--- config.mk ---
export PLATFORM = sky130hd
export DESIGN_NAME = div
export DESIGN_NICKNAME = d
export VERILOG_FILES = /design/src/rtl/div.sv
export SDC_FILE = /design/constraint.sdc
export NUM_CORES = 1
export LEC_CHECK = 0
export ABC_AREA = 1
export CAP_MARGIN = 10
export CORE_UTILIZATION = 47
export CTS_CLUSTER_DIAMETER = 100
export CTS_CLUSTER_SIZE = 12
export DETAILED_ROUTE_END_ITERATION = 8
export PLACE_DENSITY = 0.73
export SYNTH_ARGS = -nofsm -noshare
export SYNTH_HDL_FRONTEND = slang
export SYNTH_SLANG_ARGS = --single-unit
--- constraint.sdc ---
create_clock -name clk -period 3.8 [get_ports clk]
set_input_delay 0.38 -clock clk [delete_from_list [all_inputs] [get_ports clk]]
set_output_delay 0.38 -clock clk [all_outputs]
set_load 0.01 [all_outputs]
--- src/rtl/div.sv ---
// Iterative unsigned restoring divider: 2N-bit dividend / N-bit divisor,
// one quotient bit per clock, valid/ready on both sides, one op in flight.
//
// state | meaning
// IDLE  | ready for a new operation, in_ready=1
// CALC  | 2N restoring steps in progress, inputs ignored
// DONE  | result presented, held until out_ready
module div #(
  parameter int N = 4
) (
  input  logic             clk,
  input  logic             rst_n,
  input  logic             in_valid,
  output logic             in_ready,
  input  logic [2*N-1:0]   dividend,
  input  logic [N-1:0]     divisor,
  output logic             out_valid,
  input  logic             out_ready,
  output logic [2*N-1:0]   quotient,
  output logic [N-1:0]     remainder,
  output logic             div_by_zero
);

  localparam int CW = $clog2(2*N+1);

  typedef enum logic [1:0] {IDLE, CALC, DONE} state_t;

  state_t         state, state_nx;
  logic [N-1:0]   prem;
  logic [2*N-1:0] shreg;
  logic [N-1:0]   dsr;
  logic [CW-1:0]  count;

  logic [N:0]     shifted;
  logic [N-1:0]   diff;
  logic           q_bit;
  logic [N-1:0]   prem_nx;
  logic [2*N-1:0] shreg_nx;
  logic           accept;
  logic           last_step;

  // One restoring step: shift in the dividend MSB, trial-subtract the divisor.
  // The partial remainder is always below the divisor, so N bits of storage
  // suffice; only the shifted trial value needs the extra bit.
  always_comb begin
    shifted  = {prem, shreg[2*N-1]};
    diff     = shifted[N-1:0] - dsr;
    q_bit    = (shifted >= {1'b0, dsr});
    prem_nx  = q_bit ? diff : shifted[N-1:0];
    shreg_nx = {shreg[2*N-2:0], q_bit};
  end

  assign accept    = (state == IDLE) && in_valid;
  assign last_step = (state == CALC) && (count == CW'(1));

  // State register.
  always_ff @(posedge clk) begin
    if (!rst_n) state <= IDLE;
    else        state <= state_nx;
  end

  // Next-state logic; handshake outputs depend only on state.
  always_comb begin
    state_nx  = state;
    in_ready  = 1'b0;
    out_valid = 1'b0;
    case (state)
      IDLE: begin
        in_ready = 1'b1;
        if (in_valid) state_nx = (divisor == '0) ? DONE : CALC;
      end
      CALC: begin
        if (count == CW'(1)) state_nx = DONE;
      end
      DONE: begin
        out_valid = 1'b1;
        if (out_ready) state_nx = IDLE;
      end
      default: state_nx = IDLE;
    endcase
  end

  // Datapath: operand capture, shift/subtract iteration, result registers.
  // Result registers only change when a new result is loaded, so they
  // persist through IDLE and the next CALC.
  always_ff @(posedge clk) begin
    if (!rst_n) begin
      prem        <= '0;
      shreg       <= '0;
      dsr         <= '0;
      count       <= '0;
      quotient    <= '0;
      remainder   <= '0;
      div_by_zero <= 1'b0;
    end else if (accept) begin
      dsr   <= divisor;
      shreg <= dividend;
      prem  <= '0;
      count <= CW'(2*N);
      if (divisor == '0) begin
        quotient    <= '1;
        remainder   <= dividend[N-1:0];
        div_by_zero <= 1'b1;
      end else begin
        div_by_zero <= 1'b0;
      end
    end else if (state == CALC) begin
      prem  <= prem_nx;
      shreg <= shreg_nx;
      count <= count - CW'(1);
      if (last_step) begin
        quotient  <= shreg_nx;
        remainder <= prem_nx;
      end
    end
  end

endmodule

==> results of run 1 <==
-- how the worst max path moves through the flow --
stage	end	slack [ns]	startpoint
after CTS	out_valid	1.96	state[1]
after global placement	quotient[6]	1.83	rst_n
after detailed placement	shreg[7]	1.80	rst_n
after floorplan	prem[2]	2.29	dsr[2]
after global routing	prem[2]	1.85	dsr[2]
final	out_valid	1.98	state[1]
-- logic make-up after synthesis --
group                      after synthesis
and+or+nand+nor                         90
AOI/OAI and AO/OA                       49
buffers and inverters                   44
DFF                                     35
adders and majority gates                7
xor gates and xnor gates                 1
-- flip-flops by register name, summed over array words and instances, names as in the netlist --
name,flops
count,4
div_by_zero,1
dsr,4
prem,4
quotient,8
remainder,4
shreg,8
state,2
-- layout make-up --
class	instances	area, um^2
fill	323	1310
clock buffer	7	65.1
timing repair buffer	30	300
multi-input combinational	147	831
sequential	35	701
inverter	37	141
tap	46	57.6
clock inverter	1	7.51
-- cell usage after synthesis (all sizes together) (5+ instances only) --
library cell,n
a31oi,5
dfxtp,35
nor2,24
nand2,50
nor3,5
buf,7
o21ai,18
nand3,11
ha,6
a21oi,17
inv,37
o221ai,8
-- layer usage --
metal / share of wire [%] / vias up / track usage (%)
met3: 4.1 / 6 / 5.84
met1: 48 / 711 / 27.3
li1: - / 792 / -
met4: 1.3 / 0 / 9.88
met2: 47 / 51 / 30.6
met5: 0 / - / 0
-- power breakdown --
group,switching (mW),internal (mW),leakage (nW)
Sequential,0.0222,0.396,0.286
Clock,0.128,0.108,0.0375
Combinational,0.144,0.0932,0.637
Total,0.294,0.598,0.961
-- cell usage in the layout, fill, tap and decap left out, types with 2 or more instances in the layout --
cell             synthesis  layout
a31oi_1                  5       5
clkdlybuf4s50_1          0      30
nor2_4                   4       4
inv_2                    2       2
inv_1                   34      34
nand2_4                  3       3
a21oi_1                 16      16
clkbuf_8                 0       2
o21ai_0                 16      16
nand3_1                 10      10
nor3_2                   2       2
nor2_1                  20      20
nor3_1                   3       3
ha_1                     6       6
dfxtp_1                 35      35
nand2_1                 46      46
o221ai_1                 8       8
clkbuf_4                 0       5
-- critical path, cell delays in order (launching register included) --
cell and delay [ns]:
dfxtp_1 0.38, inv_1 0.10, nor2_1 0.09, clkdlybuf4s50_1 0.53
-- per-stage QoR --
stage	instance area, um^2	power (mW)	util, %	setup slack, ns
2_1_floorplan	1720	0.597	-	2.29
3_3_place_gp	2030	0.660	59.5	1.83
3_5_place_dp	2030	0.662	59.5	1.80
4_1_cts	2100	0.895	61.6	1.96
5_1_grt	2100	0.952	61.6	1.85
6_report	2100	0.892	61.6	1.98
==> summary.md, run 1 <==
| Metric | Value |
|---|---|
| Clock Latency Late Sink | `0.33 ns` |
| Synth area leader | `dfxtp_1` |
| Vias in the first global route | `1441` |
| DP HPWL | `2590 um` |
| Dpl cells | `295` |
| Compound-Gate Fraction of Synth Area | `16.9%` |
| Post_cts resized | `0` |
| Wire per inst | `11.9 um` |
| Register bit total from synthesis | `35` |
| Yosys warnings | `0` |
| Hold slack final | `0.473 ns` |
| Post-synthesis mux area share | `0%` |
| Final Hold Viols | `0` |
| Status | `finished clean` |
| Post-Synth Simple-Gate Area | `25.3%` |
| Final critical-path share of the clock period | `47.9%` |
| Tmin final | `1.82 ns` |
| R2R cell count | `10` |
| Fin Setup TNS | `0 ns` |
| Max Cap Viol | `0` |
| Share of layout cells above drive strength 1 | `9.34%` |
| Net count, final | `279` |
| Initial DRC count | `71` |
| Slew headroom | `52.7%` |
| Drc violations | `0` |
| Fraction of registers with async set/reset | `0%` |
| Synth area leaders | `dfxtp_1, nand2_1, inv_1` |
| Max Slew Vio Count | `0` |
| Clock Pin Slew Worst Setup and Hold Paths | `0.11 ns` |
| Combinational family with the most area after synthesis | `simple AND/OR/NAND/NOR gates` |
| Pre-antenna DRT Iters | `4` |
| Hold-fix buffers, CTS | `0` |
| Worst VDD drop | `0.232 mV` |
| Initial antenna violation count | `0` |
| CTS H-Tree Depth | `2` |
| Hold endpoint | `shreg[4]` |
| Syn Area/Cell | `7.62 um^2` |
| Final wirelength | `3600 um` |
| Post-synth top area share | `40.7%` |
| Leak pwr | `0.961 nW` |
| RSZ-0062 raised after global routing | `false` |
| FMAX | `549 MHz` |
| Max clock buf depth | `2` |
| Clk sinks | `35` |
| Die area | `3910 um^2` |
| XOR/XNOR share of the synthesized area | `0.508%` |
| Antenna Nets Post-Route | `0` |
| Cts bufs inserted | `5` |
| Worst min-delay path class | `flip-flop to flip-flop` |
| Worst EP required | `3.42 ns` |
| Final cell count without fillers | `303` |
| Count of cell types in the netlist | `27` |
| Via density | `5.15` |
| CTS tree | `built` |
| Total gr overflow | `0` |
| Hold path depth | `2` |
| Post-synth EDFFs | `0` |
| Worst reg2reg setup slack | `2.05 ns` |
| Worst Setup End Kind | `output pin` |
| Synthesis-to-finish area growth | `22.1%` |
| # diodes | `0` |
| Syn nets | `249` |
| Routed vias | `1560` |
| Seq/Total Area, Yosys | `40.7%` |
| Critical Path Start Type | `flip-flop` |
| Post-Synth Adder-Cell Area | `5.52%` |
| Die Y | `62.5 um` |
| First-pass GRT wire length | `6320 um` |
| Crit Path Max Fanout | `3` |
| Root buf cell | `clkbuf_4` |
| Row count | `21` |
| Critical R2R Capture | `prem[2]` |
| Core Region | `3420 um^2` |
| Max Clock Skew | `0.00400 ns` |
| Pwr dens | `424 nW/um^2` |
| Input/output buffers | `30` |
| Main synth FF type | `dfxtp_1` |
| Num ports | `31` |
| Die Width | `62.5 um` |
| Post-CTS setup buffer count | `0` |
| WP data arrival | `1.44 ns` |
| GRT Total Usage | `20.6%` |
| Initial Util | `50.4%` |
| Critical path class | `flip-flop to output pin` |
| R2R Path Start | `dsr[2]` |
| Worst Max-Slew Pin Slew | `0.707 ns` |
| Final setup fails | `0` |
| Syn Inst Count | `226` |
| Mapped Area | `1720 um^2` |
| Largest net degree at the start of global routing | `23` |
| GP Congestion | `0.784` |
| Hold path start | `shreg[4]` |
(Power assumes the default switching activity.)
==> run 2, diff against run 1 <==
- clock period: 3.8 -> 1.9 ns (I/O delays scaled with it)
==> run 2 against run 1 <==
Compared with the run above:
- via count shrank 1.7%
- setup slack lost 1.7 ns
- critical path depth grew 6
- largest cell class unchanged
- register-to-register slack lost 1.8 ns
==> summary.md, run 2 (synthesis results as in run 1) <==
| Metric | Value |
|---|---|
| Status | `finished clean` |
| Initial Util | `50.4%` |
| Switching Fraction | `34.1%` |
| Via density | `5.03` |
| Synthesis-to-finish area growth | `21.9%` |
| Most common cell after layout, fill and taps aside | `nand2_1` |
| Slowest cell delay on critical path | `0.36 ns` |
| Num ports | `31` |
| Design area | `2100 um^2` |
| WP data arrival | `1.91 ns` |
| Input/output buffers | `30` |
| Hold-fix buffers, CTS | `0` |
| CP most frequent cell | `nand2_1` |
| Final wirelength | `3640 um` |
| Worst min-delay path class | `primary input to flip-flop` |
| Initial antenna violation count | `0` |
| Worst VDD drop | `0.431 mV` |
| CTS H-Tree Depth | `2` |
| Max Clock Skew | `0.0108 ns` |
| Largest net degree at the start of global routing | `17` |
| Post_cts resized | `0` |
| Placed cell area | `2050 um^2` |
| P_int | `1.13 mW` |
| Worst reg2reg setup slack | `0.23 ns` |
| RSZ-0062 raised after global routing | `false` |
| GRT Total Usage | `20.8%` |
| Storage cell area | `701 um^2` |
| Hold path depth | `3` |
| Post-CTS setup buffer count | `0` |
| Worst Max-Slew Pin Slew | `0.355 ns` |
| Crit Path Max Fanout | `6` |
| Core Region | `3420 um^2` |
| Sequential cell fraction of total power | `48.9%` |
| Final setup fails | `0` |
| Combinational power share | `27.8%` |
| Final Hold Viols | `0` |
| Net count, final | `281` |
| Die Width | `62.5 um` |
| Clk sinks | `35` |
| Wire per inst | `11.9 um` |
| Share of layout cells above drive strength 1 | `9.65%` |
| Setup WS pre-CTS | `0.249 ns` |
| Hold slack final | `0.459 ns` |
| Root buf cell | `clkbuf_4` |
| Worst EP required | `2.14 ns` |
| Routed vias | `1533` |
| Total gr overflow | `0` |
| Fin Setup TNS | `0 ns` |
| Critical path class | `flip-flop to flip-flop` |
| Tmin final | `1.67 ns` |
| Layout filler cell count | `341` |
| Row count | `21` |
| Cts bufs inserted | `5` |
| Max clock buf depth | `2` |
| Clock Latency Late Sink | `0.34 ns` |
| Critical Path Start Type | `flip-flop` |
| Die area | `3910 um^2` |
| Antenna Nets Post-Route | `0` |
| Setup ws final | `0.230 ns` |
| R2R cell count | `9` |
| Final core utilization | `61.5%` |
| Area of the multi-input gates | `831 um^2` |
| Clock Pin Slew Worst Setup and Hold Paths | `0.11 ns` |
| First-pass GRT wire length | `6400 um` |
| Final critical-path share of the clock period | `87.9%` |
| Pre-antenna DRT Iters | `5` |
| GP Congestion | `0.867` |
| Vias in the first global route | `1394` |
| Leak pwr | `0.961 nW` |
| DP HPWL | `2590 um` |
| Clk pwr share | `23.2%` |
| Die Y | `62.5 um` |
| Max Cap Viol | `0` |
| Max Slew Vio Count | `0` |
| FMAX | `599 MHz` |
| Slew headroom | `76.2%` |
| Drc violations | `0` |
| Pwr dens | `813 nW/um^2` |
| # diodes | `0` |
| Largest regs | `quotient (8), shreg (8)` |
| Initial DRC count | `94` |
| Crit-path cells | `ha_1 > a21oi_2 > nand2_1 > nand2_1 > nand2_2 > nand2_1 > nand2_1 > o21ai_0 > inv_1` |
| Sw power | `582 uW` |
| Worst path slowest cell | `ha_1` |
| CTS tree | `built` |
| Commonest cells after routing, fill and taps aside | `nand2_1, dfxtp_1, inv_1` |
| Worst Setup End Kind | `flip-flop` |
-- run 2: power by group through the flow --
stage | clock [mW] | combinational (mW) | sequential, mW
final | 0.397 | 0.475 | 0.835
after global routing | 0.461 | 0.540 | 0.845
after CTS | 0.418 | 0.474 | 0.836
after detailed placement | 0 | 0.470 | 0.852
after global placement | 0 | 0.470 | 0.851
after floorplan | 0 | 0.345 | 0.849
-- run 2: worst max-delay path: cells and delay by family (launching register included) --
kind	cells	cell delay, ns
flops	1	0.34
fa+ha+maj	1	0.36
simple gates	5	0.49
buf+inv	1	0.05
compound gates	2	0.33
-- run 2: per-stage QoR --
stage | power [mW] | cells
2_1_floorplan | 1.19 | 226
3_3_place_gp | 1.32 | 297
3_5_place_dp | 1.32 | 297
4_1_cts | 1.73 | 305
5_1_grt | 1.85 | 305
6_report | 1.71 | 305
-- run 2: final timing paths --
kind                                 end         from
worst max-delay path             prem[2]      prem[1]
worst min-delay path            shreg[7]  dividend[7]
worst max register to register   prem[2]      prem[1]
worst min register to register    dsr[3]       dsr[3]
-- run 2: per-layer routing --
metal,global-route usage (%),share of wire [%],up-vias
li1,-,-,802
met1,27.3,47,678
met3,5.47,5.7,8
met2,31.7,46,45
met5,0,0,-
met4,9.88,1.6,0
-- run 2: cell type report --
type | count | area share (%)
well taps | 46 | 2.74
inverters | 37 | 6.73
clock buffers | 6 | 1.97
clock inverters | 2 | 0.596
repair buffers | 32 | 15.0
multi-input cells | 147 | 39.6
flip-flops and latches | 35 | 33.4
